==> src/rtl/clk_period_meter_pkg.sv <==
// Shared definitions for the divided-clock period meter and its sync/edge front end.
// Defaults, FSM state type and the nominal 10 kHz reference period.
package clk_period_meter_pkg;

   localparam int unsigned CNT_W_DEFAULT       = 32;
   localparam int unsigned TIMEOUT_DEFAULT     = 100000000;
   localparam int unsigned SYNC_STAGES_DEFAULT = 2;

   // 10 kHz divided clock seen from a 100 MHz system clock
   localparam int unsigned PERIOD_10K_AT_100M  = 10000;

   typedef enum logic [0:0] {
      WAIT_FIRST = 1'b0,
      MEASURE    = 1'b1
   } state_t;

endpackage

==> src/rtl/clk_period_meter_sync.sv <==
// Multi-flop synchronizer for a slow asynchronous clock plus rise/fall pulse detection.
// Reusable by any block that consumes the team's divided clocks.
module sync_edge_detect
   import clk_period_meter_pkg::*;
#(
   parameter int unsigned SYNC_STAGES = SYNC_STAGES_DEFAULT
) (
   input  logic clk,
   input  logic rst_n,
   input  logic async_in,
   output logic lvl,
   output logic rise,
   output logic fall
);

   // fewer than two flops gives no metastability protection
   localparam int unsigned NSYNC = (SYNC_STAGES < 2) ? 2 : SYNC_STAGES;

   logic [NSYNC-1:0] sync_p0;
   logic             lvl_d;

   always_ff @(posedge clk or negedge rst_n) begin
      if (!rst_n) begin
         sync_p0 <= '0;
         lvl_d   <= 1'b0;
      end else begin
         sync_p0 <= {sync_p0[NSYNC-2:0], async_in};
         lvl_d   <= lvl;
      end
   end

   assign lvl  = sync_p0[NSYNC-1];
   assign rise = lvl & ~lvl_d;
   assign fall = ~lvl & lvl_d;

endmodule

==> src/rtl/clk_period_meter.sv <==
// Measures period and high time of a slow asynchronous clock in system-clock cycles,
// delivering each result over valid/ready with overrun and stuck-input flags.
module clk_period_meter
   import clk_period_meter_pkg::*;
#(
   parameter int unsigned CNT_W       = CNT_W_DEFAULT,
   parameter int unsigned TIMEOUT     = TIMEOUT_DEFAULT,
   parameter int unsigned SYNC_STAGES = SYNC_STAGES_DEFAULT
) (
   input  logic             clk,
   input  logic             rst_n,
   input  logic             in_clk,
   output logic [CNT_W-1:0] period,
   output logic [CNT_W-1:0] high_time,
   output logic             valid,
   input  logic             ready,
   output logic             overrun,
   output logic             stuck,
   input  logic             clr_err
);

   localparam logic [CNT_W-1:0] TIMEOUT_C = CNT_W'(TIMEOUT);
   localparam logic [CNT_W-1:0] ONE       = CNT_W'(1);

   logic             lvl;
   logic             rise;
   logic             fall_unused;

   state_t           state;
   logic [CNT_W-1:0] cnt;
   logic [CNT_W-1:0] hcnt;
   logic [CNT_W-1:0] wcnt;
   logic [CNT_W-1:0] lvl_ext;

   logic             cand;
   logic             accept;
   logic             load;
   logic             drop;
   logic             timeout;

   // fall is part of the shared front end; this block only times rising edges
   sync_edge_detect #(
      .SYNC_STAGES (SYNC_STAGES)
   ) u_sync (
      .clk      (clk),
      .rst_n    (rst_n),
      .async_in (in_clk),
      .lvl      (lvl),
      .rise     (rise),
      .fall     (fall_unused)
   );

   assign lvl_ext = {{(CNT_W-1){1'b0}}, lvl};

   // A rise in MEASURE closes a full period; a rise always beats a timeout in the same cycle.
   always_comb begin
      cand    = (state == MEASURE) && rise;
      accept  = valid && ready;
      load    = cand && (!valid || ready);
      drop    = cand && valid && !ready;
      timeout = 1'b0;
      if (!rise) begin
         if (state == MEASURE) timeout = (cnt == TIMEOUT_C);
         else                  timeout = (wcnt == TIMEOUT_C);
      end
   end

   // Measurement FSM: cnt/hcnt count the current period, wcnt times out the wait for a first edge.
   always_ff @(posedge clk or negedge rst_n) begin
      if (!rst_n) begin
         state <= WAIT_FIRST;
         cnt   <= '0;
         hcnt  <= '0;
         wcnt  <= '0;
         stuck <= 1'b0;
      end else if (rise) begin
         state <= MEASURE;
         cnt   <= ONE;
         hcnt  <= ONE;
         wcnt  <= '0;
         stuck <= 1'b0;
      end else if (timeout) begin
         state <= WAIT_FIRST;
         cnt   <= '0;
         hcnt  <= '0;
         wcnt  <= '0;
         stuck <= 1'b1;
      end else if (state == MEASURE) begin
         cnt   <= cnt + ONE;
         hcnt  <= hcnt + lvl_ext;
      end else begin
         wcnt  <= wcnt + ONE;
      end
   end

   // Single-entry output slot: a new result may replace one that is being accepted this cycle.
   always_ff @(posedge clk or negedge rst_n) begin
      if (!rst_n) begin
         period    <= '0;
         high_time <= '0;
         valid     <= 1'b0;
         overrun   <= 1'b0;
      end else begin
         if (load) begin
            period    <= cnt;
            high_time <= hcnt;
            valid     <= 1'b1;
         end else if (accept) begin
            valid     <= 1'b0;
         end
         if (drop)         overrun <= 1'b1;
         else if (clr_err) overrun <= 1'b0;
      end
   end

endmodule

==> config.mk <==
export PLATFORM = sky130hd
export DESIGN_NAME = clk_period_meter
export DESIGN_NICKNAME = d
export VERILOG_FILES = /design/src/rtl/clk_period_meter_pkg.sv /design/src/rtl/clk_period_meter_sync.sv /design/src/rtl/clk_period_meter.sv
export SDC_FILE = /design/constraint.sdc
export NUM_CORES = 1
export LEC_CHECK = 0
export ABC_AREA = 1
export BUFFER_PORTS_ARGS = -buffer_cell sky130_fd_sc_hd__buf_2
export CAP_MARGIN = 20
export CORE_AREA = 4 4 201 154
export CTS_CLUSTER_DIAMETER = 50
export DETAILED_ROUTE_END_ITERATION = 8
export DIE_AREA = 0 0 205 158
export PLACE_DENSITY = 0.45
export REMOVE_ABC_BUFFERS = 1
export SETUP_SLACK_MARGIN = 0.15
export SLEW_MARGIN = 25
export SYNTH_ARGS = -nofsm -noshare
export SYNTH_HDL_FRONTEND = slang
export SYNTH_SLANG_ARGS = --single-unit
==> constraint.sdc <==
create_clock -name clk -period 4.7 [get_ports clk]
set_input_delay 0 -clock clk [delete_from_list [all_inputs] [get_ports clk]]
set_output_delay 0 -clock clk [all_outputs]
set_load 0.1 [all_outputs]
Word level (Yosys, flattened, before mapping)
Index checks and enable logic that the tools add are counted.
- input bits: 5
- bits in registers: 167
- logic and storage cells: 50
- bitwise logic cells: 2
- equal/unequal tests: 3
- muxes and demuxes: 19
- reductions and logical operators: 12
- add/subtract/negate cells: 3
- operator list (cell ; number):
    $mux W32 ; 9
    $add A32 B1 Y32 const B ; 2
    $eq A32 B27 Y1 const B ; 2
    $add A32 B1 Y32 ; 1
    $mux W1 ; 10
    $reduce_bool A2 Y1 ; 3
    $logic_and A1 B1 Y1 ; 5
    $ne A3 B2 Y1 const B ; 1
    $reduce_bool A3 Y1 ; 1
    $logic_not A1 Y1 ; 2
    $and A1 B1 Y1 ; 1
    $logic_or A1 B1 Y1 ; 1
    $not A1 Y1 ; 1

Logic depth before layout (Yosys ltp)
- word-level depth: 6
- gate-level depth with buffers: 12

Cells and area by module
A second synthesis with hierarchy kept.
- cells, all modules: 1141
- area, all modules: 8614.5 µm²
- by module, submodules not included (module ; area an instance (µm²) ; sequential area each (µm²) ; cells an instance ; instances):
    clk_period_meter ; 8524.4 ; 4103.9 ; 1134 ; 1
    sync_edge_detect ; 90.1 ; 75.1 ; 7 ; 1

Worst setup path before layout
No wires, ideal clock.
- path type: register to register
- from: register valid
- to: register high_time[12]
- arrival time: 1846 ps
- stages on the path, launching flop included: 5
- slack: 2728 ps
- setup time: 126 ps
- cell sequence: dfrtp_1 nand2_1 nand2_2 buf_2 mux2_2
- longest elaborated chain between the ends: 3
- ends and longest elaborated chain (element ; line ; source):
    start, declared ; clk_period_meter.sv:15 ; output logic valid,
    start signal, assigned ; clk_period_meter.sv:101 ; valid <= 1'b0;
    start signal, assigned ; clk_period_meter.sv:107 ; valid <= 1'b1;
    start signal, assigned ; clk_period_meter.sv:109 ; valid <= 1'b0;
    $logic_not A1 Y1 ; clk_period_meter.sv:59 ; load = cand && (!valid || ready);
    $logic_or A1 B1 Y1 ; clk_period_meter.sv:59 ;
    $logic_and A1 B1 Y1 ; clk_period_meter.sv:59 ;
    end signal, assigned ; clk_period_meter.sv:106 ; high_time <= hcnt;
    end, declared ; clk_period_meter.sv:14 ; output logic [CNT_W-1:0] high_time,
No other way between the ends.
A chain may end at the register's enable or synchronous reset.

Final worst setup path
- from: register state
- to: register state
- longest elaborated chain between the ends: 3
- ends and longest elaborated chain (element ; line ; source):
    start, declared ; clk_period_meter.sv:29 ; state_t state;
    start signal, assigned ; clk_period_meter.sv:71 ; state <= WAIT_FIRST;
    start signal, assigned ; clk_period_meter.sv:77 ; state <= MEASURE;
    start signal, assigned ; clk_period_meter.sv:83 ; state <= WAIT_FIRST;
    $mux W1 ; clk_period_meter.sv:63 ; if (state == MEASURE) timeout = (cnt == TIMEOUT_C);
    $mux W1 ; clk_period_meter.sv:62 ; if (!rise) begin
    $reduce_bool A2 Y1 (no line) ; -- ;
No other way between the ends.

==> results.toml <==
[status]
status = "finished, final reports clean"

[worst_setup_path]
arrival_ps = 3170
regToRegStartpoint = "state$_DFFE_PN0P_"
critical_path.n_buffers_inverters = 4
critPathCaptureType = "flip-flop"
crit_path_start_kind = "flip-flop"
crit_path_frequent_cell = "buf_4"
cp_slowest_cell = "nand2_2"
cp_slowest_stage_delay_ps = 530
crit_path_start = "state$_DFFE_PN0P_"
crit_path_max_fanout = 29
worstPathRequired_ps = 5000
reg2reg_setup_slack_ps = 1830
cp_top_family = "buffers and inverters"
crit_chain = "inv_2 > buf_4 > nand2_1 > nor2_1 > nor2_1 > nor2_2 > nand2_1 > buf_4 > nand2_2 > buf_4 > o21ai_0"
setup.worst_path.class = "flip-flop to flip-flop"

[synthesis]
synth_ff_type = "dfrtp_1"
yosysMostFrequentCell = "nand2_1"
synth_area_leaders = "dfrtp_1 49%, nand2_1 11%, nor2_1 8.1%, nand3_1 5.9%, inv_1 5.7%"
yosys.area.top_type = "dfrtp_1"
yosys_register_bits = 167
ys_warn_count = 0
synth_seq_area_share_pct = 48.5
ys_async_sr_fraction_pct = 100
ys_top_cells_by_count = "242 x nand2_1, 187 x nor2_1, 167 x dfrtp_1"
synth_edf_count = 0
synth_cell_types = 37
syn_area_um2 = 8610
synth_top_area_share_pct = 48.5
synthCells = 1097
syn_area_per_cell_um2 = 7.85

[global_routing]
grt_pass1_wl_um = 38200
antenna_found_initial = 0
track_usage_pct = 14.9
grt_max_degree = 102
grt_overflow = 0
grt_pass1_vias = 6861

[detailed_routing]
wl_um = 23100
dr.pass1.iters = 5
drtIter0Drc = 490
dr_total_vias = 7124
via_per_inst = 4.53
drc_errors = 0
final_antenna_net_count = 0
wl_per_cell_um = 14.7

[finish]
fillers = 3082
multi_input_area_um2 = 3750
drive_gt1_share_pct = 13.4
fin_util_pct = 34.6
antenna_cells = 0
nets = 1179
stdcell_area_um2 = 9990
area_growth_syn_to_layout_pct = 16.0
seq_area_um2 = 4180

[hold_path]
min_path_type = "input pin to async pin"

[pwr]
power_density_nw_per_um2 = 345
total_leakage_power_nw = 4.74
ir_drop_uv = 236

[floorplan]
ios = 72
die_h_um = 158
die_w_um = 205
initial_utilization_pct = 29.9
dieArea_um2 = 32400
core_um2 = 28900
num_rows = 54

[sta]
hold_viol = 0
finalCriticalPeriod_ps = 2870
fin_skew_ps = 13.1
holdWs_ps = 207
fmax_mhz = 349
finalSetupViolCount = 0
final.period_utilization_pct = 61.0
slew_headroom_pct = 39.5
finalSetupTns_ps = 0
rsz0062_at_grt = "no"
drv_slew = 0
fin_ws_ps = 1830
worstMarginPinSlew_ps = 908

[job]
maxCapViolations = 0

[place]
dp_hpwl_um = 16500
dpl_worst_slack_ps = 1800
gp_congestion = 0.843
io_buffer_count = 71
postPlaceCellArea_um2 = 9340

[clock_tree]
cts-root-buf = "clkbuf_16"
clkTransAtPathRegs_ps = 60
tritoncts = "done"
clk_path_buf_depth = 2
post-cts-setup-buffer-count = 0
htree_levels = 4
cts_sinks = 167
cts-buffers-inserted = 17
insertion_delay_ps = 440
==> where the power goes <==
part / internal [mW] / leakage (nW) / switching [mW]
clock network: 0.852 / 0.280 / 0.605
logic: 0.0884 / 2.16 / 0.356
registers: 1.49 / 2.30 / 0.0564
==> routing by layer <==
layer / GRT usage (%) / up-vias / share of wire [%]
li1: - / 3638 / -
met1: 23.5 / 3351 / 56
met2: 20.8 / 120 / 39
met3: 2.81 / 15 / 3.6
met4: 3.79 / 0 / 1.0
met5: 0 / - / 0
==> area by class of cell <==
cell class	count	share of cell area (%)
clock buffers	21	4.51
repair buffers	85	4.82
well taps	392	4.91
flip-flops and latches	167	41.8
inverters	132	4.96
multi-input cells	767	37.5
clock inverters	10	1.48
==> sequential cells by signal, summed over array words and instances, names as in the netlist <==
name / cells
period: 32
hcnt: 32
state: 1
high_time: 32
u_sync.sync_p0: 2
overrun: 1
u_sync.lvl_d: 1
cnt: 32
valid: 1
stuck: 1
wcnt: 32
==> worst reg2reg max path, stage by stage, from the launching register on <==
cell and delay, ps:
dfrtp_1 380, inv_2 240, buf_4 360, nand2_1 110
nor2_1 110, nor2_1 70, nor2_2 90, nand2_1 60
buf_4 240, nand2_2 540, buf_4 420, o21ai_0 120
==> path summary, 6_finish.rpt <==
path,to,cells past startpoint
max in group asynchronous,wcnt[21]$_DFFE_PN0P_,3
min in group clk,u_sync.sync_p0[0]$_DFF_PN0_,2
min,wcnt[29]$_DFFE_PN0P_,2
min reg2reg,u_sync.sync_p0[1]$_DFF_PN0_,0
max,state$_DFFE_PN0P_,11
max reg2reg,state$_DFFE_PN0P_,11
==> through the flow <==
step | power (mW) | cells
floorplan | 1.88 | 1066
detailed placement | 2.02 | 1538
global placement | 2.02 | 1538
CTS | 3.50 | 1574
global route | 3.60 | 1574
finish | 3.45 | 1574
==> cell usage in the layout (no fill, tap or decap), types with 5 or more instances in the layout <==
master / netlist / routed
a21oi_1: 18 / 18
buf_2: 10 / 70
buf_4: 1 / 9
clkbuf_16: 0 / 17
dfrtp_1: 167 / 167
dlygate4sd3_1: 0 / 5
inv_1: 131 / 131
mux2_2: 20 / 20
nand2_1: 242 / 241
nand3_1: 102 / 102
nand4_1: 25 / 25
nor2_1: 187 / 187
nor2_2: 10 / 10
nor2_4: 6 / 6
nor3_1: 48 / 48
o21ai_0: 51 / 51
xor2_1: 25 / 25
==> repair_timing <==
action / 4_1_cts / 5_1_grt
gates resized for setup: 0 / 0
endpoints found under the hold margin: 102 / 0
hold buffers: 5 / 0
==> kinds of logic after synthesis <==
kind of cell | after synthesis | synth area share, %
and+or+nand+nor | 639 | 32.7
DFF | 167 | 48.5
buffers and inverters | 163 | 8.16
AOI/OAI and AO/OA | 75 | 4.49
xor gates and xnor gates | 29 | 2.95
muxes | 20 | 2.61
adders and majority gates | 4 | 0.581
(Power assumes the default switching activity.)
